**src/rtl/elbeth_alu_sequencer.sv**
```systemverilog
// Sequencer that issues one operation at a time to an external elbeth_alu.
// It registers the operands and captures the result into a ready/valid response.
module elbeth_alu_sequencer #(
  parameter int DATA_WIDTH = 32,
  parameter int OP_WIDTH   = 4,
  parameter int NUM_OPS    = 12
) (
  input  logic                  clk,
  input  logic                  rst,
  input  logic                  req_valid,
  output logic                  req_ready,
  input  logic [DATA_WIDTH-1:0] req_a,
  input  logic [DATA_WIDTH-1:0] req_b,
  input  logic [OP_WIDTH-1:0]   req_op,
  output logic [DATA_WIDTH-1:0] alu_data_a,
  output logic [DATA_WIDTH-1:0] alu_data_b,
  output logic [OP_WIDTH-1:0]   alu_operation,
  input  logic [DATA_WIDTH-1:0] alu_result,
  output logic                  resp_valid,
  input  logic                  resp_ready,
  output logic [DATA_WIDTH-1:0] resp_result,
  output logic                  resp_zero,
  output logic                  resp_error,
  output logic [31:0]           op_count
);

  typedef enum logic [1:0] {
    IDLE = 2'd0,
    EXEC = 2'd1,
    RESP = 2'd2
  } state_t;

  state_t state;
  logic   op_legal;

  assign op_legal   = (32'(req_op) < NUM_OPS);
  assign req_ready  = (state == IDLE);
  assign resp_valid = (state == RESP);

  // Illegal opcodes skip EXEC and answer immediately with an error response.
  always_ff @(posedge clk or posedge rst) begin
    if (rst) begin
      state         <= IDLE;
      alu_data_a    <= '0;
      alu_data_b    <= '0;
      alu_operation <= '0;
      resp_result   <= '0;
      resp_zero     <= 1'b0;
      resp_error    <= 1'b0;
      op_count      <= '0;
    end else begin
      case (state)
        IDLE: begin
          if (req_valid) begin
            alu_data_a    <= req_a;
            alu_data_b    <= req_b;
            alu_operation <= req_op;
            if (op_legal) begin
              state <= EXEC;
            end else begin
              resp_result <= '0;
              resp_zero   <= 1'b0;
              resp_error  <= 1'b1;
              state       <= RESP;
            end
          end
        end
        EXEC: begin
          resp_result <= alu_result;
          resp_zero   <= (alu_result == '0);
          resp_error  <= 1'b0;
          state       <= RESP;
        end
        RESP: begin
          if (resp_ready) begin
            op_count <= op_count + 32'd1;
            state    <= IDLE;
          end
        end
        default: state <= IDLE;
      endcase
    end
  end

endmodule

```
**config.mk**
```make
export PLATFORM = sky130hd
export DESIGN_NAME = elbeth_alu_sequencer
export DESIGN_NICKNAME = d
export VERILOG_FILES = /design/src/rtl/elbeth_alu_sequencer.sv
export SDC_FILE = /design/constraint.sdc
export NUM_CORES = 1
export LEC_CHECK = 0
export ABC_AREA = 0
export CAP_MARGIN = 20
export CORE_UTILIZATION = 42
export CTS_CLUSTER_SIZE = 28
export DETAILED_ROUTE_END_ITERATION = 12
export PLACE_DENSITY = 0.91
export SYNTH_ARGS = -nofsm -noshare
export SYNTH_HDL_FRONTEND = slang
export SYNTH_SLANG_ARGS = --single-unit
```
**constraint.sdc**
```tcl
create_clock -name clk -period 6.1 [get_ports clk]
set_input_delay 1.22 -clock clk [delete_from_list [all_inputs] [get_ports clk]]
set_output_delay 1.22 -clock clk [all_outputs]
set_load 0.01 [all_outputs]
```
==> results.sh <==
export IMPL_yosysTopAreaCell="dfrtp_1"
export IMPL_synth_area_mm2=0.00541
export IMPL_cts_tree="yes"
export IMPL_slew_violations=0
export IMPL_rrSetupSlack_ps=3790
export IMPL_vias_per_cell=5.09
export IMPL_crit_slowest_cell="clkdlybuf4s50_1"
export IMPL_hpwl_um=9810
export IMPL_ys_seq_area_frac=0.629
export IMPL_finalSetupTns_ps=0
export IMPL_htreeDepth=4
export IMPL_synth_commonest_cells="dfrtp_1, mux2_2, a22o_1"
export IMPL_drc=0
export IMPL_gp_congestion=0.774
export IMPL_clk_latency_ps=410
export IMPL_synth_fp_nets=476
export IMPL_crit_type="register to primary output"
export IMPL_clockBufferDepth=2
export IMPL_drive_above_1_share=0.179
export IMPL_leakagePower_nw=3.58
export IMPL_ctsHoldBuffers=0
export IMPL_path_max_fanout=5
export IMPL_synth_edf_count=0
export IMPL_worstMarginPinSlew_ps=731
export IMPL_clkPwrFrac=0.267
export IMPL_yosysMostFrequentCell="dfrtp_1"
export IMPL_powerDensity_mw_per_mm2=456
export IMPL_power_switching_mw=1.09
export IMPL_syn_to_final_growth_pct=57.6
export IMPL_synth_cell_type_count=33
export IMPL_power_frac_seq=0.372
export IMPL_yosys_warnings=0
export IMPL_r2r_end="alu_data_a[24]$_DFFE_PP0P_"
export IMPL_p_int_mw=2.80
export IMPL_clkTransAtPathRegs_ps=50
export IMPL_ys_top_cells_by_area="dfrtp_1, mux2_2, a22o_1"
export IMPL_cp_end_kind="primary output"
export IMPL_die_y_um=115
export IMPL_ir_drop_mv=0.289
export IMPL_grt_max_degree=83
export IMPL_reg2reg_depth=4
export IMPL_ant_nets=0
export IMPL_io_buffers=239
export IMPL_core_mm2=0.0126
export IMPL_fmax_ghz=0.337
export IMPL_synth_seq_cells=136
export IMPL_pwr_share_comb=0.361
export IMPL_finalPower_mw=3.89
export IMPL_cpPeakStageDelay_ps=570
export IMPL_drt_iter0_drc=157
export IMPL_hold_violations=0
export IMPL_r2r_start="state[1]$_DFFE_PP0P_"
export IMPL_dr_pass1_iters=4
export IMPL_initial_utilization=0.430
export IMPL_vias=4063
export IMPL_cts_num_sinks=136
export IMPL_layout_min_cycle_time_ps=2970
export IMPL_grtUsageTotal=0.216
export IMPL_status="complete, no violations"
export IMPL_final_setup_viol_count=0
export IMPL_grt_pass1_wl_um=21400
export IMPL_synth_ff_type="dfrtp_1"
export IMPL_finalNetCount=719
export IMPL_grt_pass1_vias=4225
export IMPL_rows=41
export IMPL_worstPathRequired_ps=4880
export IMPL_drv_cap=0
export IMPL_postSynthAreaPerCell_um2=14.6
export IMPL_synth_top_area_frac=0.629
export IMPL_wl_per_cell_um=17.3
export IMPL_finClkSkew_ps=4.63
export IMPL_cts_buffers=17
export IMPL_async_reset_ff_frac=1.00
export IMPL_boundaryPins=240
export IMPL_cts_resized=0
export IMPL_slew_headroom=0.513
export IMPL_antenna_found_initial=0
export IMPL_crit_start="state[1]$_DFFE_PP0P_"
export IMPL_worstPathCellList="or2b_1, inv_1, clkdlybuf4s50_1"
export IMPL_rsz0062_at_grt="false"
export IMPL_critPathLaunchType="register"
export IMPL_p_sw_frac=0.280
export IMPL_critPathArrivalTime_ps=1750
export IMPL_hp_class="register to register"
export IMPL_overflow=0
export IMPL_wl_um=13800
export IMPL_netlist_instances=371
export IMPL_cts_setup_buffers=0
export IMPL_n_antenna_cell=0
export IMPL_endpoint="resp_valid"
export IMPL_chipWidth_um=115
export IMPL_finalCritPeriodShare=0.487
export IMPL_die_area_mm2=0.0133
export IMPL_root_buffer="clkbuf_16"
cells in the final DEF, fill, tap and decap left out, types with 2 or more instances in the layout:
master           netlist  routed
and2_1                 5       4
nor2_1                 6       6
clkbuf_8               0       4
inv_1                  3       2
nor3_1                 2       2
nand4_1               18      18
clkdlybuf4s50_1        0     239
buf_4                  0       2
mux2_2                69      69
xor2_1                 4       4
dfrtp_1              136     136
nand2_1                5       5
nand3_1               15      15
a22o_1                32      32
nor4_1                 9       9
and4_1                 2       2
xnor2_1               27      27
bufinv_16              0       3
and3_1                 5       5
clkinv_2               0       6
clkbuf_16              0      17
clkbuf_1               7       2
nor4_2                 2       2
logic make-up (layout without fill, tap and decap cells):
family                   Yosys count  after routing  synth area share
flip-flops                       136            136             0.629
AND/OR/NAND/NOR                   77             77            0.0918
multiplexers                      69             69             0.144
AO/OA/AOI/OAI                     37             37            0.0585
XOR/XNOR                          31             31            0.0502
buffers and inverters             20            276            0.0243
adder cells (fa/ha/maj)            1              1           0.00231
routing by layer:
metal  track usage  up-vias  part of all wire
li1              -     1852                 -
met1         0.237     1994              0.39
met2         0.366      187              0.50
met3        0.0811       30             0.086
met4         0.115        0             0.027
met5             0        -                 0
registers in the layout (all words and copies together), names as in the netlist:
signal         count
alu_data_a        32
alu_data_b        32
alu_operation      4
op_count          32
resp_error         1
resp_result       32
resp_zero          1
state              2
worst max-delay path: cells and delay by family (launching register included):
| family | cells | cell delay, ps |
|---|---|---|
| buffers and inverters | 2 | 640 |
| DFF | 1 | 440 |
| and+or+nand+nor | 1 | 260 |
metrics by stage:
stage                     area [um2]  hold slack [ps]  setup WS (ps)  cells   util
after floorplan                 5410              508           1240    371      -
after global placement          7920              461           2870    767  0.630
after detailed placement        7920              482           2770    767  0.630
after CTS                       8530              489           3100    799  0.678
after global routing            8530              506           3020    799  0.678
final                           8530              481           3130    799  0.678
worst min-delay path by stage:
stage / start / end / slack, ps / cells after the start
6_report: op_count[31]$_DFFE_PP0P_ / op_count[31]$_DFFE_PP0P_ / 480 / 1
5_1_grt: op_count[29]$_DFFE_PP0P_ / op_count[29]$_DFFE_PP0P_ / 510 / 1
4_1_cts: op_count[31]$_DFFE_PP0P_ / op_count[31]$_DFFE_PP0P_ / 490 / 1
3_5_place_dp: resp_result[19]$_DFFE_PP0P_ / resp_result[19]$_DFFE_PP0P_ / 480 / 1
3_3_place_gp: op_count[31]$_DFFE_PP0P_ / op_count[31]$_DFFE_PP0P_ / 460 / 1
2_1_floorplan: op_count[31]$_DFFE_PP0P_ / op_count[31]$_DFFE_PP0P_ / 510 / 1
final cells by class:
class | instances | area, um2
Clock buffer | 23 | 488
Clock inverter | 9 | 120
Fill cell | 881 | 4040
Inverter | 3 | 16.3
Multi-Input combinational cell | 215 | 1880
Sequential cell | 136 | 3400
Tap cell | 172 | 215
Timing Repair Buffer | 241 | 2410
power groups by stage:
stage	registers, mW	logic, mW	clock network, mW
2_1_floorplan	1.58	0.433	0
3_3_place_gp	1.43	1.37	0
3_5_place_dp	1.45	1.42	0
4_1_cts	1.45	1.42	1.05
5_1_grt	1.49	1.49	1.10
6_report	1.45	1.41	1.04
Power figures use the tool's default switching activity.
